<file path="src/rtl/cpu_types_pkg.sv">
// Shared CPU types: word width, ALU opcodes, request entry layout and driver FSM states.
package cpu_types_pkg;

  localparam int unsigned WORD_W    = 32;
  localparam int unsigned OP_W      = 4;
  localparam int unsigned TAG_W     = 4;
  localparam int unsigned OVF_CNT_W = 16;

  typedef logic [WORD_W-1:0] word_t;

  typedef enum logic [OP_W-1:0] {
    ALU_SLL  = 4'h0,
    ALU_SRL  = 4'h1,
    ALU_ADD  = 4'h2,
    ALU_SUB  = 4'h3,
    ALU_AND  = 4'h4,
    ALU_OR   = 4'h5,
    ALU_XOR  = 4'h6,
    ALU_NOR  = 4'h7,
    ALU_SLT  = 4'h8,
    ALU_SLTU = 4'h9
  } aluop_t;

  typedef struct packed {
    word_t              opa;
    word_t              opb;
    aluop_t             op;
    logic [TAG_W-1:0]   tag;
  } alu_req_t;

  typedef enum logic [1:0] {
    DRV_IDLE,
    DRV_DRIVE,
    DRV_RESP
  } drv_state_t;

endpackage

</file>
<file path="src/rtl/alu_if.sv">
// Connection to a combinational ALU; the tb modport is the side that drives operands.
interface alu_if;
  import cpu_types_pkg::*;

  word_t  PortA;
  word_t  PortB;
  aluop_t ALUOP;
  word_t  OutputPort;
  logic   Negative;
  logic   Overflow;
  logic   Zero;

  modport tb  (output PortA, PortB, ALUOP, input Negative, OutputPort, Overflow, Zero);
  modport alu (input PortA, PortB, ALUOP, output Negative, OutputPort, Overflow, Zero);
endinterface

</file>
<file path="src/rtl/alu_req_fifo.sv">
// Request queue; full/empty decode the registered count so a full queue refuses a push
// even when a pop happens on the same edge.
module alu_req_fifo
  import cpu_types_pkg::*;
#(
  parameter int unsigned DEPTH = 4
) (
  input  logic     clk,
  input  logic     rst,
  input  logic     push,
  input  logic     pop,
  input  alu_req_t wdata,
  output alu_req_t rdata_c,
  output logic     full_c,
  output logic     empty_c
);

  localparam int unsigned PTR_W = (DEPTH > 1) ? $clog2(DEPTH) : 1;
  localparam int unsigned CNT_W = $clog2(DEPTH) + 1;

  alu_req_t         mem [DEPTH];
  logic [PTR_W-1:0] wptr;
  logic [PTR_W-1:0] rptr;
  logic [CNT_W-1:0] count;
  logic             push_ok;
  logic             pop_ok;

  assign full_c  = (count == CNT_W'(DEPTH));
  assign empty_c = (count == '0);
  assign push_ok = push && !full_c;
  assign pop_ok  = pop && !empty_c;
  assign rdata_c = mem[rptr];

  // Pointers wrap naturally because DEPTH is a power of two.
  always_ff @(posedge clk or posedge rst) begin
    if (rst) begin
      wptr  <= '0;
      rptr  <= '0;
      count <= '0;
    end else begin
      if (push_ok) wptr <= wptr + PTR_W'(1);
      if (pop_ok)  rptr <= rptr + PTR_W'(1);
      count <= count + CNT_W'(push_ok) - CNT_W'(pop_ok);
    end
  end

  always_ff @(posedge clk) begin
    if (push_ok) mem[wptr] <= wdata;
  end

endmodule

</file>
<file path="src/rtl/alu_driver.sv">
// Queues ALU requests, presents each to an external combinational ALU for one cycle,
// and returns the captured result with its tag over a valid/ready response port.
module alu_driver
  import cpu_types_pkg::*;
#(
  parameter int unsigned FIFO_DEPTH = 4
) (
  input  logic                 CLK,
  input  logic                 RST,
  input  logic                 req_valid,
  output logic                 req_ready,
  input  logic [WORD_W-1:0]    req_opa,
  input  logic [WORD_W-1:0]    req_opb,
  input  logic [OP_W-1:0]      req_op,
  input  logic [TAG_W-1:0]     req_tag,
  output logic                 resp_valid,
  input  logic                 resp_ready,
  output logic [WORD_W-1:0]    resp_result,
  output logic                 resp_neg,
  output logic                 resp_ovf,
  output logic                 resp_zero,
  output logic [TAG_W-1:0]     resp_tag,
  alu_if.tb                    aluif,
  output logic                 busy,
  output logic [OVF_CNT_W-1:0] ovf_count
);

  drv_state_t state;
  drv_state_t state_next;
  alu_req_t   req_entry;
  alu_req_t   head;
  logic       push;
  logic       pop;
  logic       full;
  logic       empty;

  assign req_entry = '{opa: req_opa, opb: req_opb, op: aluop_t'(req_op), tag: req_tag};
  assign req_ready = !full;
  assign push      = req_valid && !full;

  alu_req_fifo #(
    .DEPTH (FIFO_DEPTH)
  ) u_fifo (
    .clk     (CLK),
    .rst     (RST),
    .push    (push),
    .pop     (pop),
    .wdata   (req_entry),
    .rdata_c (head),
    .full_c  (full),
    .empty_c (empty)
  );

  always_ff @(posedge CLK or posedge RST) begin
    if (RST) state <= DRV_IDLE;
    else     state <= state_next;
  end

  // ALU ports are only non-zero while the head entry is being evaluated.
  always_comb begin
    state_next  = state;
    pop         = 1'b0;
    aluif.PortA = '0;
    aluif.PortB = '0;
    aluif.ALUOP = aluop_t'(OP_W'(0));
    case (state)
      DRV_IDLE: begin
        if (!empty) state_next = DRV_DRIVE;
      end
      DRV_DRIVE: begin
        aluif.PortA = head.opa;
        aluif.PortB = head.opb;
        aluif.ALUOP = head.op;
        pop         = 1'b1;
        state_next  = DRV_RESP;
      end
      DRV_RESP: begin
        // A push on the handshake edge counts as pending work.
        if (resp_ready) state_next = (!empty || push) ? DRV_DRIVE : DRV_IDLE;
      end
      default: state_next = DRV_IDLE;
    endcase
  end

  always_ff @(posedge CLK or posedge RST) begin
    if (RST) begin
      resp_result <= '0;
      resp_neg    <= 1'b0;
      resp_ovf    <= 1'b0;
      resp_zero   <= 1'b0;
      resp_tag    <= '0;
      ovf_count   <= '0;
    end else if (state == DRV_DRIVE) begin
      resp_result <= aluif.OutputPort;
      resp_neg    <= aluif.Negative;
      resp_ovf    <= aluif.Overflow;
      resp_zero   <= aluif.Zero;
      resp_tag    <= head.tag;
      if (aluif.Overflow && (ovf_count != '1)) ovf_count <= ovf_count + OVF_CNT_W'(1);
    end
  end

  assign resp_valid = (state == DRV_RESP);
  assign busy       = (state != DRV_IDLE) || !empty;

endmodule

</file>
<file path="src/flat_wrapper.sv">
// flat-port wrapper written by rule: the top's interface ports become plain ports
module alu_driver_flat import cpu_types_pkg::*;
#(
  parameter int unsigned FIFO_DEPTH = 4
)
  (CLK, RST, req_valid, req_ready, req_opa, req_opb, req_op, req_tag, resp_valid, resp_ready, resp_result, resp_neg, resp_ovf, resp_zero, resp_tag, busy, ovf_count, aluif_PortA, aluif_PortB, aluif_ALUOP, aluif_Negative, aluif_OutputPort, aluif_Overflow, aluif_Zero);
  alu_if aluif_i ();
  input  logic CLK;
  input  logic RST;
  input  logic req_valid;
  output logic req_ready;
  input  logic [WORD_W-1:0] req_opa;
  input  logic [WORD_W-1:0] req_opb;
  input  logic [OP_W-1:0] req_op;
  input  logic [TAG_W-1:0] req_tag;
  output logic resp_valid;
  input  logic resp_ready;
  output logic [WORD_W-1:0] resp_result;
  output logic resp_neg;
  output logic resp_ovf;
  output logic resp_zero;
  output logic [TAG_W-1:0] resp_tag;
  output logic busy;
  output logic [OVF_CNT_W-1:0] ovf_count;
  output wire logic [$bits(aluif_i.PortA)-1:0] aluif_PortA;
  output wire logic [$bits(aluif_i.PortB)-1:0] aluif_PortB;
  output wire logic [$bits(aluif_i.ALUOP)-1:0] aluif_ALUOP;
  input wire logic [$bits(aluif_i.Negative)-1:0] aluif_Negative;
  input wire logic [$bits(aluif_i.OutputPort)-1:0] aluif_OutputPort;
  input wire logic [$bits(aluif_i.Overflow)-1:0] aluif_Overflow;
  input wire logic [$bits(aluif_i.Zero)-1:0] aluif_Zero;
  assign aluif_PortA = aluif_i.PortA;
  assign aluif_PortB = aluif_i.PortB;
  assign aluif_ALUOP = aluif_i.ALUOP;
  assign aluif_i.Negative = aluif_Negative;
  assign aluif_i.OutputPort = aluif_OutputPort;
  assign aluif_i.Overflow = aluif_Overflow;
  assign aluif_i.Zero = aluif_Zero;
  alu_driver #(.FIFO_DEPTH(FIFO_DEPTH)) u_core (.CLK(CLK), .RST(RST), .req_valid(req_valid), .req_ready(req_ready), .req_opa(req_opa), .req_opb(req_opb), .req_op(req_op), .req_tag(req_tag), .resp_valid(resp_valid), .resp_ready(resp_ready), .resp_result(resp_result), .resp_neg(resp_neg), .resp_ovf(resp_ovf), .resp_zero(resp_zero), .resp_tag(resp_tag), .aluif(aluif_i), .busy(busy), .ovf_count(ovf_count));
endmodule
</file>
<file path="config.mk">
export PLATFORM = sky130hd
export DESIGN_NAME = alu_driver_flat
export DESIGN_NICKNAME = d
export VERILOG_FILES = /design/src/rtl/cpu_types_pkg.sv /design/src/rtl/alu_if.sv /design/src/rtl/alu_req_fifo.sv /design/src/rtl/alu_driver.sv /design/src/flat_wrapper.sv
export SDC_FILE = /design/constraint.sdc
export NUM_CORES = 1
export LEC_CHECK = 0
export ABC_AREA = 1
export CAP_MARGIN = 15
export CORE_AREA = 2 2 160 162
export DETAILED_ROUTE_END_ITERATION = 10
export DIE_AREA = 0 0 162 164
export GPL_ROUTABILITY_DRIVEN = 0
export HOLD_SLACK_MARGIN = 0.03
export PLACE_DENSITY = 0.94
export SYNTH_ARGS = -nofsm -noshare
export SYNTH_HDL_FRONTEND = slang
export SYNTH_SLANG_ARGS = --single-unit
</file>
<file path="constraint.sdc">
create_clock -name CLK -period 6.2 [get_ports CLK]
set_input_delay 0.93 -clock CLK [delete_from_list [all_inputs] [get_ports CLK]]
set_output_delay 0.93 -clock CLK [all_outputs]
set_load 0.05 [all_outputs]
</file>
## Word level (Yosys, flattened, before mapping)

Memory sizes are Yosys's and may differ from the RTL's.
Index checks and enable logic that the tools add are counted.

| operators by class | value |
|---|---|
| add/subtract/negate cells | 5 |
| eq/ne operators | 6 |
| mux-type cells | 10 |
| reduce and logical (&&, ||, !) cells | 13 |

Operators with widths:

| kind | number |
|---|---|
| $mux 32 | 2 |
| $add 16x1->16 const B | 1 |
| $ne 16x16->1 const B | 1 |
| $pmux 2 s3 | 1 |
| $add 2x1->2 const B | 2 |
| $logic_and 1x1->1 | 4 |
| $mux 1 | 4 |
| $mux 2 | 2 |
| $mux 4 | 1 |
| $reduce_and 2->1 | 2 |
| $add 3x1->3 | 1 |
| $eq 3x3->1 const B | 1 |
| $logic_not 3->1 | 1 |
| $sub 3x1->3 | 1 |
| $eq 2x1->1 const B | 1 |
| $eq 2x2->1 const B | 1 |
| $logic_not 1->1 | 2 |
| $logic_not 2->1 | 1 |
| $logic_or 1x1->1 | 2 |
| $ne 2x1->1 const B | 1 |
| $ne 2x2->1 const B | 1 |
| $reduce_bool 2->1 | 1 |

| word-level totals | value |
|---|---|
| register bits | 64 |
| RAM bits | 288 |
| input bits | 111 |
| output and inout bits | 126 |
| word-level logic and storage cells | 45 |
| memories | 1 |

Memory list:

| name | words | width | rd ports | clocked after memory_dff | wr ports | RTL line | text |
|---|---|---|---|---|---|---|---|
| u_core.u_fifo.mem | 4 | 72 | 1 | 0 | 1 | alu_req_fifo.sv:21 | `alu_req_t mem [DEPTH];` |

## Logic depth before layout (Yosys ltp)

Gate-level depths: netlist of the first run.

| depth | value |
|---|---|
| depth in word-level cells | 7 |
| depth in mapped cells | 11 |
| depth with buffers taken out | 11 |

## Modules after synthesis

Synthesis of the first run repeated with hierarchy kept, for this count alone.

| second synthesis, totals | value |
|---|---|
| cell total of the unflattened synthesis | 1442 |
| area total of the unflattened synthesis | 14891.8 sq um |

By module, submodules not included:

| module | instances | cells each | area an instance (sq um) | seq. area each (sq um) |
|---|---|---|---|---|
| alu_req_fifo | 1 | 970 | 11717.5 | 8823.5 |
| alu_driver | 1 | 472 | 3174.3 | 1426.4 |

## Worst setup path after synthesis of the first run

OpenSTA, ideal clock, no wires.

| timing path | value |
|---|---|
| path kind | register -> register |
| start | register u_core.u_fifo.count[1] |
| end | memory u_core.u_fifo.mem[0][0] (netlist bit) (enable) |
| setup time | 0.503 ns |
| arrival | 4.176 ns |
| required time | 5.697 ns |
| path slack | 1.521 ns |
| cell stages (with the launch flop) | 5 |
| path buffers | 0 |
| clock period less this slack | 4.679 ns |
| path through | dfrtp_1 -> nor2_1 -> nand2_1 -> nand2_1 -> nor2_1 |

| on the way | value |
|---|---|
| word-level cells in the longest chain between the ends | 6 |

RTL lines:

| item | RTL line | text |
|---|---|---|
| start, declared | alu_req_fifo.sv:24 | `logic [CNT_W-1:0] count;` |
| start signal, assigned | alu_req_fifo.sv:43 | `count <= count + CNT_W'(push_ok) - CNT_W'(pop_ok);` |
| $eq 3x3->1 * | alu_req_fifo.sv:28 | `assign full_c = (count == CNT_W'(DEPTH));` |
| $logic_not 1->1 * | n/a |  |
| via req_ready | flat_wrapper.sv:11 | `output logic req_ready;` |
| $logic_and 1x1->1 | alu_driver.sv:39 | `assign push = req_valid && !full;` |
| $logic_and 1x1->1 * | alu_req_fifo.sv:30 | `assign push_ok = push && !full_c;` |
| $mux 1 * | alu_req_fifo.sv:48 | `if (push_ok) mem[wptr] <= wdata;` |
| $mux 1 (not written as such) * | alu_req_fifo.sv:48 |  |
| end, declared | alu_req_fifo.sv:21 |  |

The timed path passes the listed nets; every way through them passes the cells marked *.

## Worst setup path after layout of the first run

| timing path | value |
|---|---|
| start | register u_core.u_fifo.rptr[0] |
| end | output aluif_PortA[25] |

| on the way | value |
|---|---|
| word-level cells in the longest chain between the ends | 2 |

RTL lines:

| item | RTL line | text |
|---|---|---|
| start, declared | alu_req_fifo.sv:23 | `logic [PTR_W-1:0] rptr;` |
| start signal, assigned | alu_req_fifo.sv:42 | `if (pop_ok) rptr <= rptr + PTR_W'(1);` |
| $mem_v2 4x72 | n/a |  |
| $mux 32 | alu_driver.sv:66 | `case (state)` |
| end, declared | flat_wrapper.sv:25 | `output wire logic [$bits(aluif_i.PortA)-1:0] aluif_PortA;` |

Every way passes these cells.

==> results of run 1 <==
worst max-delay path: stages, from the launching register on:
cell             delay, ps
dfrtp_4                670
buf_4                  520
buf_16                 330
nor2_1                  90
nor2_1                  80
o21ai_0                110
a21oi_1                290
clkdlybuf4s50_1        860
power by group:
part           total [W]  switching (W)  internal [W]
Sequential       0.00342       0.000245       0.00317
Clock            0.00211       0.000847       0.00126
Combinational    0.00438        0.00311       0.00127
Total            0.00991        0.00420       0.00571
per-stage QoR:
step	power [W]	setup WS (ps)	hold WS, ps	util	cells
3_3_place_gp	0.00763	2240	461	0.668	1714
6_report	0.00991	1760	481	0.717	1780
3_5_place_dp	0.00782	2080	469	0.669	1715
5_1_grt	0.0104	1610	499	0.717	1779
4_1_cts	0.00994	1520	483	0.716	1778
2_1_floorplan	0.00643	1520	502	-	1198
sequential cells by signal (all words and copies together), names as in the netlist:
name / flops
u_core.ovf_count: 16
u_core.resp_neg: 1
u_core.resp_ovf: 1
u_core.resp_result: 32
u_core.resp_tag: 4
u_core.resp_zero: 1
u_core.state: 2
u_core.u_fifo.count: 3
u_core.u_fifo.mem: 288
u_core.u_fifo.rptr: 2
u_core.u_fifo.wptr: 2
cells by family after synthesis:
group	count (synthesis)
AO/OA/AOI/OAI	227
XOR/XNOR	12
adder cells (fa/ha/maj)	8
buffers and inverters	93
flip-flops	352
AND/OR/NAND/NOR	506
layer usage:
metal	GRT usage	wire length [um]
met3	0.0619	2990
met2	0.434	17000
met1	0.292	12100
met4	0.0865	924
met5	0	29
synthesized netlist by cell type:
cell type  count
buf_2         18
nand2_1      170
nor2_1       319
xnor2_1        2
o21ai_0      128
buf_4          2
xor2_1        10
fa_1           1
nand3b_1       1
inv_1         26
a31oi_1        4
a21oi_1       69
nand3_1        8
dfrtp_1       64
nor3_1         1
ha_1           7
o21ai_2        4
a21boi_0       1
clkinv_1       1
o21ai_1       21
buf_6          8
buf_1         14
inv_2          3
nand4_1        5
edfxtp_1     288
clkbuf_1      21
nand2_2        2
final cells by class:
| cell class | instances | share of cell area |
|---|---|---|
| multi-input cells | 753 | 0.188 |
| repair buffers | 251 | 0.141 |
| clock buffers | 48 | 0.0561 |
| diodes | 1 | 0.000141 |
| inverters | 30 | 0.00647 |
| clock inverters | 15 | 0.00914 |
| well taps | 330 | 0.0232 |
| flip-flops and latches | 352 | 0.576 |
worst min-delay path by stage:
stage | to | startpoint | depth (start not counted)
floorplan | u_core.u_fifo.count[0]$_DFF_PP0_ | u_core.u_fifo.count[0]$_DFF_PP0_ | 1
global placement | u_core.resp_result[7]$_DFFE_PP0P_ | u_core.resp_result[7]$_DFFE_PP0P_ | 2
detailed placement | u_core.resp_result[16]$_DFFE_PP0P_ | u_core.resp_result[16]$_DFFE_PP0P_ | 2
CTS | u_core.resp_result[16]$_DFFE_PP0P_ | u_core.resp_result[16]$_DFFE_PP0P_ | 2
global route | u_core.resp_result[5]$_DFFE_PP0P_ | u_core.resp_result[5]$_DFFE_PP0P_ | 2
finish | u_core.resp_result[12]$_DFFE_PP0P_ | u_core.resp_result[12]$_DFFE_PP0P_ | 2
==> out/metrics.yaml, run 1 <==
status:
  status: "finished clean"
timing:
  maxSlewViolCount: 0
  rsz0062_at_grt: "false"
  fmax_mhz: 225
  max_slew.worst_pin.slew_ps: 936
  relSlewSlack: 0.376
  fin_setup_tns_ps: 0
  post-route-period-util: 0.717
  hold_viol_final: 0
  min_period_ps: 4440
  finClkSkew_ps: 30.7
  setup_violations: 0
critical_path:
  start_kind: "register"
  critPathKind: "register to output pin"
  cp_max_fo: 70
  crit_required_ps: 5270
  r2r_end: "u_core.u_fifo.mem[1][41]$_DFFE_PP_"
  startpoint: "u_core.u_fifo.rptr[0]$_DFFE_PP0P_"
  cp-endpoint: "aluif_PortA[25]"
  r2r_start: "u_core.u_fifo.count[1]$_DFF_PP0_"
  r2r_slack_ps: 3450
  critPathArrivalTime_ps: 3510
  cp-end-kind: "output pin"
  worstRegToRegCells: 5
route:
  via_count: 9887
  first_iter_violations: 981
  drc: 0
  dr.pass1.iters: 5
  viasPerCell: 5.55
  wirelength_um: 33000
  wl_per_cell_um: 18.5
  ant_nets: 0
global_routing:
  grt_pass1_vias: 9817
  antenna_found_initial: 3
  track_usage: 0.245
  grt_max_degree: 114
  grt_pass1_wl_um: 50400
  grt-ovfl-total: 0
clocking:
  cts_resized: 0
  h-tree-depth: 2
  root_buffer: "clkbuf_16"
  clk_latency_ps: 520
  cts_made_buffers: 36
  cts_max_path_buffers: 3
  cts_sinks: 352
  cts_hold_buf: 0
  post_cts_buffers: 0
  tritoncts: "built"
  path_clk_slew_ps: 60
synth:
  ys_seq_area_frac: 0.733
  synth_xor_area_frac: 0.00751
  synthMuxAreaShare: 0
  ys_ff_latch: 352
  synth_fp_nets: 1317
  synth-simple-area-share: 0.138
  yosys.area_share.adder: 0.00769
  yosysTopAreaCell: "edfxtp_1"
  synth.distinct_cells: 27
  mappedNetlistArea_mm2: 0.0140
  yosys_warnings: 0
  yosys.area.top_type_share: 0.618
  synth.avg_cell_area_um2: 11.7
  synth_top_family_by_area: "simple AND/OR/NAND/NOR gates"
  synthCells: 1198
  synth_area_leaders: "edfxtp_1 62%, dfrtp_1 11%, nor2_1 8.6%"
  synth_compound_area_frac: 0.0828
cells_and_area:
  stdcell_area_mm2: 0.0178
  multi_input_area_mm2: 0.00334
  final_common_cell: "nor2_1"
  layout_common_cells: "315 x nor2_1, 288 x edfxtp_1, 236 x clkdlybuf4s50_1"
  fin_nets: 1543
  layout-drive-gt1-share: 0.0545
  seqCellArea_mm2: 0.0103
  syn_to_final_growth_pct: 27.2
  n_fill_cell: 1544
floorplan:
  start_util: 0.564
  die_y_um: 164
  core_area_mm2: 0.0248
  ios: 237
  die-area_mm2: 0.0266
  core.rowCount: 58
  chipWidth_um: 162
placed_design:
  dpl.hpwl_um: 20200
  place_area_mm2: 0.0166
  numPortBuffers: 236
flow_run:
  maxCapViolCount: 0
hold_path:
  hold_path.class: "register to register"
power:
  p_leak_nw: 6.47
  ir_drop_uv: 366
  power_density_mw_per_mm2: 557
No activity file was read; power rests on OpenSTA's default activity.
==> run 2: changes to the inputs <==
--- a/config.mk
+++ b/config.mk
@@ -7,12 +7,12 @@
 export LEC_CHECK = 0
 export ABC_AREA = 1
 export CAP_MARGIN = 15
-export CORE_AREA = 2 2 160 162
+export CORE_AREA = 2 2 174 176
 export DETAILED_ROUTE_END_ITERATION = 10
-export DIE_AREA = 0 0 162 164
+export DIE_AREA = 0 0 176 178
 export GPL_ROUTABILITY_DRIVEN = 0
 export HOLD_SLACK_MARGIN = 0.03
-export PLACE_DENSITY = 0.94
+export PLACE_DENSITY = 0.86
 export SYNTH_ARGS = -nofsm -noshare
 export SYNTH_HDL_FRONTEND = slang
 export SYNTH_SLANG_ARGS = --single-unit
==> constraint.sdc (replaced) <==
create_clock -name CLK -period 3.62 [get_ports CLK]
set_input_delay 0.543 -clock CLK [delete_from_list [all_inputs] [get_ports CLK]]
set_output_delay 0.543 -clock CLK [all_outputs]
set_load 0.05 [all_outputs]
==> out/metrics.yaml, run 2 (same netlist as run 1, synthesis figures left out) <==
status:
  status: "finished clean"
power:
  ir_drop_uv: 688
  power_density_mw_per_mm2: 956
  p_total_w: 0.0172
  p_leak_nw: 6.71
route:
  viasPerCell: 5.27
  first_iter_violations: 648
  wirelength_um: 32200
  via_count: 9741
  drc: 0
  ant_nets: 0
  dr.pass1.iters: 7
  wl_per_cell_um: 17.4
global_routing:
  grt_util_met3: 0.0578
  grt-ovfl-total: 0
  grt_pass1_vias: 9770
  grt.met1_usage: 0.237
  grtUsageMet2: 0.365
  grt_max_degree: 107
  grt_pass1_wl_um: 49600
  busiest_layer: "met2"
  antenna_found_initial: 1
  track_usage: 0.202
floorplan:
  core.rowCount: 63
  die_y_um: 178
  core_area_mm2: 0.0294
  die-area_mm2: 0.0313
  start_util: 0.476
  chipWidth_um: 176
  ios: 237
placed_design:
  dpl.hpwl_um: 19300
  place_ws_ps: 856
  place_area_mm2: 0.0168
  numPortBuffers: 236
  placed_cells: 1783
clocking:
  h-tree-depth: 2
  tritoncts: "built"
  cts_resized: 0
  cts_hold_buf: 0
  cts_max_path_buffers: 3
  cts_made_buffers: 37
  path_clk_slew_ps: 60
  root_buffer: "clkbuf_16"
  cts_sinks: 352
  post_cts_buffers: 0
  clk_latency_ps: 510
critical_path:
  crit_required_ps: 3080
  startpoint: "u_core.u_fifo.rptr[0]$_DFFE_PP0P_"
  r2r_start: "u_core.u_fifo.count[1]$_DFF_PP0_"
  start_kind: "register"
  cp_max_fo: 61
  critPathArrivalTime_ps: 2780
  cp-end-kind: "output pin"
  critPathKind: "register to output pin"
timing:
  whs_ps: 479
  timing.final.ws_setup_ps: 299
  relSlewSlack: 0.358
  setup_violations: 0
  rsz0062_at_grt: "false"
  hold_viol_final: 0
  maxSlewViolCount: 0
  fmax_mhz: 301
  post-route-period-util: 0.917
  max_slew.worst_pin.slew_ps: 963
  min_period_ps: 3320
  finClkSkew_ps: 15.3
cells_and_area:
  layout-drive-gt1-share: 0.108
  layout_common_cells: "315 x nor2_1, 288 x edfxtp_1, 170 x nand2_1"
  stdcell_area_mm2: 0.0180
  multi_input_area_mm2: 0.00334
  n_fill_cell: 2188
  reg_top3: "u_core.u_fifo.mem (288), u_core.resp_result (32), u_core.ovf_count (16)"
  seqCellArea_mm2: 0.0103
  regMostFlops: "u_core.u_fifo.mem"
  final_common_cell: "nor2_1"
  layout.cells.non_filler: 1850
  syn_to_final_growth_pct: 28.9
  largest_reg_flops: 288
  fin_nets: 1551
hold_path:
  min-delay-start: "u_core.resp_result[28]$_DFFE_PP0P_"
  hold_path.class: "register to register"
flow_run:
  maxCapViolCount: 0
run 2: cell types whose count changed in the layout (fill, tap and decap cells not counted):
cell             change
clkdlybuf4s50_1     -68
clkbuf_8             +1
clkinv_4             -1
clkinv_2             +2
clkbuf_16            +2
bufinv_16            -1
inv_6                +1
clkinv_8             -1
buf_4               +54
buf_12              +22
buf_16               -1
run 2: through the flow:
stage               utilization  TNS [ps]
finish                    0.613         0
global route              0.613         0
CTS                       0.613         0
detailed placement        0.573         0
global placement          0.573         0
floorplan                     -   -305080
run 2: final cells by class:
class,instances,area share
Antenna cell,1,0.000139
Timing Repair Buffer,258,0.147
Inverter,30,0.00638
Multi-Input combinational cell,753,0.185
Sequential cell,352,0.569
Clock buffer,51,0.0589
Clock inverter,15,0.00701
Tap cell,390,0.0271
run 2: worst paths after layout:
| kind | end | slack, ps | cells past startpoint |
|---|---|---|---|
| worst max-delay path | aluif_PortA[17] | 300 | 6 |
| worst min-delay path | u_core.resp_result[28]$_DFFE_PP0P_ | 480 | 2 |
| worst max register to register | u_core.u_fifo.count[2]$_DFF_PP0_ | 1310 | 9 |
| worst min register to register | u_core.resp_result[28]$_DFFE_PP0P_ | 480 | 2 |
| max in group asynchronous | u_core.ovf_count[6]$_DFFE_PP0P_ | 2370 | 3 |
| min in group asynchronous | u_core.resp_result[27]$_DFFE_PP0P_ | 530 | 2 |
run 2: report_power, final:
part,internal [W],switching [W]
Combinational,0.00236,0.00533
Sequential,0.00543,0.000458
Clock,0.00220,0.00146
Total,0.00999,0.00725
run 2: critical path, cell delays in order, from the launching register on:
cell and delay [ps]:
dfrtp_4 720, inv_4 350, buf_12 300, buf_4 250, o21ai_0 110, a21oi_1 230
buf_4 240
run 2: layer usage:
metal / vias to the layer above / wire length, um / share of wire
met3: 47 / 2850 / 0.088
met4: 0 / 617 / 0.019
met5: - / 0 / 0
li1: 4569 / - / -
met1: 4749 / 12500 / 0.39
met2: 376 / 16300 / 0.51
==> run 3: changes to the inputs <==
--- a/config.mk
+++ b/config.mk
@@ -10,7 +10,6 @@
 export CORE_AREA = 2 2 174 176
 export DETAILED_ROUTE_END_ITERATION = 10
 export DIE_AREA = 0 0 176 178
-export GPL_ROUTABILITY_DRIVEN = 0
 export HOLD_SLACK_MARGIN = 0.03
 export PLACE_DENSITY = 0.86
 export SYNTH_ARGS = -nofsm -noshare
==> results of run 3 <==
The final DEF is identical to that of run 2; final timing and power are the same.
